===== config.mk =====
export PLATFORM = sky130hd
export DESIGN_NAME = state_sequencer
export DESIGN_NICKNAME = d
export VERILOG_FILES = /design/src/rtl/state_sequencer_pkg.sv /design/src/rtl/state_sequencer_onehot_decoder.sv /design/src/rtl/state_sequencer.sv
export SDC_FILE = /design/constraint.sdc
export NUM_CORES = 1
export LEC_CHECK = 0
export ABC_CLOCK_PERIOD_IN_PS = 2400
export BUFFER_PORTS_ARGS = -buffer_cell sky130_fd_sc_hd__buf_4
export CORE_ASPECT_RATIO = 0.9
export CORE_MARGIN = 8
export CORE_UTILIZATION = 30
export CTS_CLUSTER_DIAMETER = 50
export DETAILED_ROUTE_END_ITERATION = 8
export PLACE_DENSITY = 0.53
export SETUP_SLACK_MARGIN = 0.05
export SLEW_MARGIN = 5
export SYNTH_ARGS = -nofsm -noshare
export SYNTH_HDL_FRONTEND = slang
export SYNTH_SLANG_ARGS = --single-unit
export TNS_END_PERCENT = 30

===== constraint.sdc =====
create_clock -name clk -period 2.4 [get_ports clk]
set_clock_uncertainty 0.1 [all_clocks]
set_input_delay 0.48 -clock clk [delete_from_list [all_inputs] [get_ports clk]]
set_output_delay 0.48 -clock clk [all_outputs]
set_load 0.005 [all_outputs]

===== src/rtl/state_sequencer_pkg.sv =====
// Shared constants and types for the state sequencer control path.
package state_sequencer_pkg;

  localparam int DEF_STATE_W    = 4;
  localparam int DEF_NUM_STATES = 9;
  localparam int DEF_WRAP       = 1;

  // What the sequencer does on the coming edge, after priority resolution.
  typedef enum logic [1:0] {
    ACT_HOLD   = 2'd0,
    ACT_LOAD   = 2'd1,
    ACT_REJECT = 2'd2,
    ACT_STEP   = 2'd3
  } seq_action_e;

endpackage


===== src/rtl/state_sequencer_onehot_decoder.sv =====
// Parametrised binary-to-one-hot decoder; purely combinational.
module onehot_decoder #(
  parameter int IN_W = 4
) (
  input  logic [IN_W-1:0]      code,
  output logic [2**IN_W-1:0]   onehot
);

  always_comb begin
    onehot       = '0;
    onehot[code] = 1'b1;
  end

endmodule


===== src/rtl/state_sequencer.sv =====
// Bounded state index sequencer with load, wrap/saturate and a registered one-hot selector.
module state_sequencer
  import state_sequencer_pkg::*;
#(
  parameter int STATE_W    = DEF_STATE_W,
  parameter int NUM_STATES = DEF_NUM_STATES,
  parameter int WRAP       = DEF_WRAP
) (
  input  logic                  clk,
  input  logic                  rst,
  input  logic                  en,
  input  logic                  load,
  input  logic [STATE_W-1:0]    load_state,
  output logic [STATE_W-1:0]    current_state,
  output logic [2**STATE_W-1:0] selector,
  output logic                  last,
  output logic                  wrapped,
  output logic                  load_err
);

  localparam int                 SEL_W    = 2**STATE_W;
  localparam logic [STATE_W-1:0] LAST_IDX = STATE_W'(NUM_STATES - 1);
  // One extra bit so NUM_STATES == 2**STATE_W is representable.
  localparam logic [STATE_W:0]   NUM_EXT  = (STATE_W + 1)'(NUM_STATES);

  seq_action_e        action;
  logic [STATE_W-1:0] next_state;
  logic [SEL_W-1:0]   next_selector;
  logic               next_wrapped;
  logic               next_load_err;

  always_comb begin
    action = ACT_HOLD;
    if (load) begin
      action = ({1'b0, load_state} < NUM_EXT) ? ACT_LOAD : ACT_REJECT;
    end else if (en) begin
      action = ACT_STEP;
    end
  end

  always_comb begin
    next_state    = current_state;
    next_wrapped  = 1'b0;
    next_load_err = 1'b0;
    case (action)
      ACT_LOAD:   next_state    = load_state;
      ACT_REJECT: next_load_err = 1'b1;
      ACT_STEP: begin
        if (current_state != LAST_IDX) begin
          next_state = current_state + STATE_W'(1);
        end else if (WRAP != 0) begin
          next_state   = '0;
          next_wrapped = 1'b1;
        end
      end
      default: next_state = current_state;
    endcase
  end

  onehot_decoder #(
    .IN_W (STATE_W)
  ) u_decoder (
    .code   (next_state),
    .onehot (next_selector)
  );

  always_ff @(posedge clk or posedge rst) begin
    if (rst) begin
      current_state <= '0;
      selector      <= SEL_W'(1);
      last          <= 1'b0;
      wrapped       <= 1'b0;
      load_err      <= 1'b0;
    end else begin
      current_state <= next_state;
      selector      <= next_selector;
      last          <= (next_state == LAST_IDX);
      wrapped       <= next_wrapped;
      load_err      <= next_load_err;
    end
  end

endmodule


==> results of run 1 <==
## cell type report
cell class	instances	area, um2
well taps	42	52.55
inverters	6	27.53
clock buffers	4	36.28
multi-input cells	55	367.9
repair buffers	31	232.7
fillers	319	1822
flip-flops and latches	22	551.8
## layer usage
layer | wire [um] | vias up
met5 | 0 | -
met3 | 109 | 2
met1 | 968 | 390
met4 | 5 | 0
met2 | 1242 | 16
li1 | - | 384
## synth_stat cells, types with 2 or more instances
| cell | n |
|---|---|
| a31oi_1 | 4 |
| o21ai_0 | 5 |
| inv_2 | 2 |
| nor2b_1 | 3 |
| a21oi_1 | 2 |
| ha_1 | 2 |
| buf_2 | 2 |
| inv_1 | 3 |
| a32oi_1 | 2 |
| nor3_1 | 17 |
| dfrtp_1 | 21 |
| nand2_1 | 4 |
| clkbuf_1 | 2 |
| a211oi_1 | 4 |
## state kept, by name (all words and copies together), names as in the netlist
| register | flops |
|---|---|
| last | 1 |
| current_state | 4 |
| selector | 15 |
| wrapped | 1 |
| load_err | 1 |
## kinds of logic after synthesis
family,Yosys count,share of synthesized area (%)
simple gates,28,15.06
fa+ha+maj,2,2.531
mux,2,2.152
compound gates,23,17.47
flops,22,55.82
buf+inv,13,6.962
## power breakdown
part	internal (W)	leakage, nW	switching, W
Clock	0.0000926	0.0210	0.000103
Combinational	0.0000920	0.291	0.000117
Sequential	0.000404	0.293	0.0000265
## metrics by stage
step | hold WS [ps] | cells | total power, W | utilization [%] | area, um2
floorplan | 368.5 | 90 | 0.0005577 | - | 988.4
global placement | 575.1 | 156 | 0.0006449 | 39.88 | 1232
detailed placement | 593.3 | 156 | 0.0006481 | 39.88 | 1232
CTS | 251.0 | 160 | 0.0008468 | 41.05 | 1269
global route | 282.9 | 160 | 0.0008958 | 41.05 | 1269
finish | 223.3 | 160 | 0.0008350 | 41.05 | 1269
## how the worst min path moves through the flow
stage,start,end,slack [ps]
2_1_floorplan,rst,current_state[0],370
3_3_place_gp,rst,selector[9],580
3_5_place_dp,current_state[2],wrapped,590
4_1_cts,rst,selector[15],250
5_1_grt,rst,selector[6],280
6_report,rst,selector[6],220
## worst max-delay path: cells and delay by family (launching register included)
kind	cells	cell delay, ps
AO/OA/AOI/OAI	3	590
flip-flops	1	490
buffers and inverters	2	350
AND/OR/NAND/NOR	1	250
adder cells (fa/ha/maj)	1	220
==> results.cfg, run 1 <==
[timing]
layout_setup_ws_ps = 301.0
min_period_over_period_pct = 87.46
finalSetupViolations = 0
tns_ps = 0
max_freq_mhz = 476.4
drv_slew = 0
rsz0062_at_grt = no
hold_viol = 0
fin_crit_ps = 2099
worst_slew_pin_slew_ps = 802.7
relSlewSlack_pct = 46.43

[global_route]
grt_util_met3_pct = 3.964
gr-total-overflow = 0
met2_usage_pct = 16.06
grt_max_degree = 23
grt_most_used_layer = met2
grt_pass1_wl_um = 4071
track_usage_pct = 9.135
antenna_found_initial = 0
grt_pass1_vias = 834
met1_usage_pct = 10.08

[clock_tree]
post-cts-setup-buffers = 0
cts_resized = 0
max-clock-path-buffers = 2
cts_hold_buf = 0
cts_root_buf = clkbuf_4
h-tree-depth = 1
insertion_delay_ps = 300
tritoncts = done
path_clk_slew_ps = 110
numClockSinks = 22
cts_inserted_buffers = 3

[routing]
vias_per_cell = 4.950
ant_nets = 0
drc = 0
wire_per_inst_um = 14.54
routed_wl_um = 2326
first_pass_iters = 2
initialDrtViolationCount = 28
num_vias = 792

[logic_synthesis]
yosys_warnings = 0
synthArstFlopShare_pct = 100.0
ys_top_cells_by_area = dfrtp_1, nor3_1, a211oi_1
synth_edf_count = 0
seq_area_frac_synth_pct = 55.82
ys.flop_type = dfrtp_1
yosys.cell_types.count = 31
ys_seq_elements = 22
avgSynthCellArea_um2 = 10.98
synth_largest_area_cell = dfrtp_1
syn_inst = 90
synth_nets = 100
yosysTopAreaCellShare_pct = 53.16
synthesis.area_um2 = 988.4

[placed_design]
dp_hpwl_um = 1786
port_buffers = 30
gp_congestion = 0.7744
place_ws_ps = 309.6

[finish]
drive_above_1_share_pct = 34.75
layout_common_cells = buf_4, dfrtp_1, nor3_1, o21ai_0
num_antenna_cells = 0
layout_commonest_cell = buf_4
area_growth_pct = 28.35
final_net_count = 129

[floorplanning]
die_y_um = 70.46
die_x_um = 76.51
start_util_pct = 31.98
die_area_mm2 = 0.005390
ios = 31
placementRows = 19
core_area_mm2 = 0.003090

[setup_path]
required_ps = 2510
path_cells = inv_1, ha_1, o21ai_0, a21oi_1, a22o_1, inv_2, nor3_1
r2r_cells = 7
rrSetupSlack_ps = 300
critPathMaxStageDelay_ps = 490
crit_arrival_ps = 2210
start_kind = flip-flop
critPathKind = reg -> reg
regToRegStartpoint = current_state[0]
crit_path_end_kind = flip-flop
r2r-end = selector[0]
crit_start = current_state[0]
endpoint = selector[0]
slowest_stage = dfrtp_1
crit_path_max_fanout = 9

[hold_path]
hold_path.class = in -> async

[outcome]
status = finished clean

[pwr]
power.density_mw_per_mm2 = 658.1
ir_worst_vdd_uv = 440.5
power_leakage_nw = 0.6044

[job]
cap_violations = 0
Note: power is estimated with default switching activity, not from simulation.
==> run 2, diff against run 1 <==
- ABC_CLOCK_PERIOD_IN_PS: 2400 -> 1700
- PLACE_DENSITY: 0.53 -> 0.55
- clock period: 2.4 -> 1.7 ns (I/O delays scaled with it)
==> results.cfg, run 2 (synthesis results as in run 1) <==
[routing]
routed_wl_um = 2777
drc = 0
initialDrtViolationCount = 30
vias_per_cell = 4.767
num_vias = 901
ant_nets = 0
wire_per_inst_um = 14.69
first_pass_iters = 4

[placed_design]
gp_congestion = 0.8810
port_buffers = 30
dp_hpwl_um = 2023

[hold_path]
min_to = load_err
hold_path.class = in -> reg
min_from = load_state[3]
hold_depth = 3

[finish]
drive_above_1_share_pct = 62.59
area_growth_pct = 64.68
reg_top3 = selector: 15 flops, current_state: 4 flops
num_antenna_cells = 0
largest_register_ffs = 15
layout_common_cells = buf_4, dfrtp_1, nor3_2, nor3_1
layout_commonest_cell = buf_4
final_net_count = 158
regMostFlops = selector

[setup_path]
r2r_cells = 7
crit_family = compound AO/OA/AOI/OAI gates
regToRegStartpoint = current_state[1]
worst-path-buf-inv = 2
crit_path_max_fanout = 4
slowest_stage = dfrtp_1
critPathMaxStageDelay_ps = 440
critPathKind = reg -> reg
start_kind = flip-flop
required_ps = 1800
crit_arrival_ps = 1840
crit_path_end_kind = flip-flop
path_cells = inv_2, ha_4, nand3b_1, a32o_2, a31oi_1, buf_4, nor3_2
rrSetupSlack_ps = -40
r2r-end = selector[5]

[timing]
finalSetupViolations = 4
fin_crit_ps = 1742
max_freq_mhz = 574.0
layout_setup_ws_ps = -42.17
holdWs_ps = 218.0
rsz0062_at_grt = yes
tns_ps = -138.1
drv_slew = 0
min_period_over_period_pct = 102.5
worst_slew_pin_slew_ps = 418.3
relSlewSlack_pct = 71.94
hold_viol = 0

[job]
cap_violations = 0

[clock_tree]
numClockSinks = 22
path_clk_slew_ps = 120
cts_root_buf = clkbuf_4
insertion_delay_ps = 310
h-tree-depth = 1
cts_inserted_buffers = 3
max-clock-path-buffers = 2
tritoncts = done

[floorplanning]
start_util_pct = 31.98
ios = 31
die_y_um = 70.46
die_area_mm2 = 0.005390
core_area_mm2 = 0.003090
placementRows = 19
die_x_um = 76.51

[outcome]
violations = negative setup slack
status = complete, but fails checks

[global_route]
grt_pass1_wl_um = 4616
antenna_found_initial = 0
grt_max_degree = 23
track_usage_pct = 10.24
grt_pass1_vias = 952
gr-total-overflow = 0

[pwr]
pwr-share-clk_pct = 20.0
swShare_pct = 31.42
power_leakage_nw = 0.7711
p_int_w = 0.0009632
ir_worst_vdd_uv = 691.9
power_frac_comb_pct = 37.3
pwr-share-seq_pct = 42.7
power.density_mw_per_mm2 = 862.8
p_switching_w = 0.0004414
==> run 2: routing by layer <==
layer	wire (um)	part of all wire, %	vias to the layer above	GRT usage (%)
met1	1145	41	440	12.41
met4	0	0	0	0.8529
met3	119	4.3	0	3.453
li1	-	-	440	-
met5	0	0	-	0
met2	1512	54	21	17.68
==> run 2: worst reg2reg max path, cell delays in order, from the launching register on <==
cell and delay [ps]:
dfrtp_1 440, inv_2 100, ha_4 160, nand3b_1 140
a32o_2 320, a31oi_1 170, buf_4 180, nor3_2 50
==> run 2: metrics by stage <==
stage / utilization [%] / area (um2) / worst slack, ps / total power [W] / instances
CTS: 50.24 / 1553 / 17.24 / 0.001361 / 188
detailed placement: 45.95 / 1420 / -110.3 / 0.001022 / 179
finish: 52.67 / 1628 / -42.17 / 0.001405 / 189
global route: 52.67 / 1628 / -120.8 / 0.001487 / 189
global placement: 45.95 / 1420 / -62.00 / 0.001015 / 179
floorplan: - / 1007 / 7.262 / 0.0008001 / 90
==> run 2: worst max path at each step <==
| stage | from | to | slack [ps] | cells after the start |
|---|---|---|---|---|
| after floorplan | load | selector[13] | 7 | 7 |
| after global placement | current_state[1] | selector[5] | -60 | 7 |
| after detailed placement | current_state[1] | selector[11] | -110 | 6 |
| after CTS | current_state[0] | selector[4] | 20 | 6 |
| after global routing | current_state[1] | selector[5] | -120 | 7 |
| final | current_state[1] | selector[5] | -40 | 7 |
==> run 2: timing repair <==
action | 4_1_cts | 5_1_grt
buffers inserted | 4 | 1
gates resized for setup | 14 | 15
setup endpoints to repair | 16 | 18
pin swaps | 6 | 1
hold buffers | 1 | 0
endpoints found under the hold margin | 21 | 0
==> run 2: cell type report <==
cell class	count	area, um2
Clock buffer	4	36.28
Sequential cell	22	551.8
Inverter	6	30.03
Multi-Input combinational cell	55	500.5
Timing Repair Buffer	60	456.7
Tap cell	42	52.55
Fill cell	292	1463
==> run 2: power by group through the flow <==
stage	registers, W	logic (W)	clock network (W)
after CTS	0.000599	0.000469	0.000292
after floorplan	0.000614	0.000186	0
after global routing	0.000605	0.000565	0.000317
final	0.000600	0.000523	0.000281
after global placement	0.000607	0.000408	0
after detailed placement	0.000609	0.000414	0
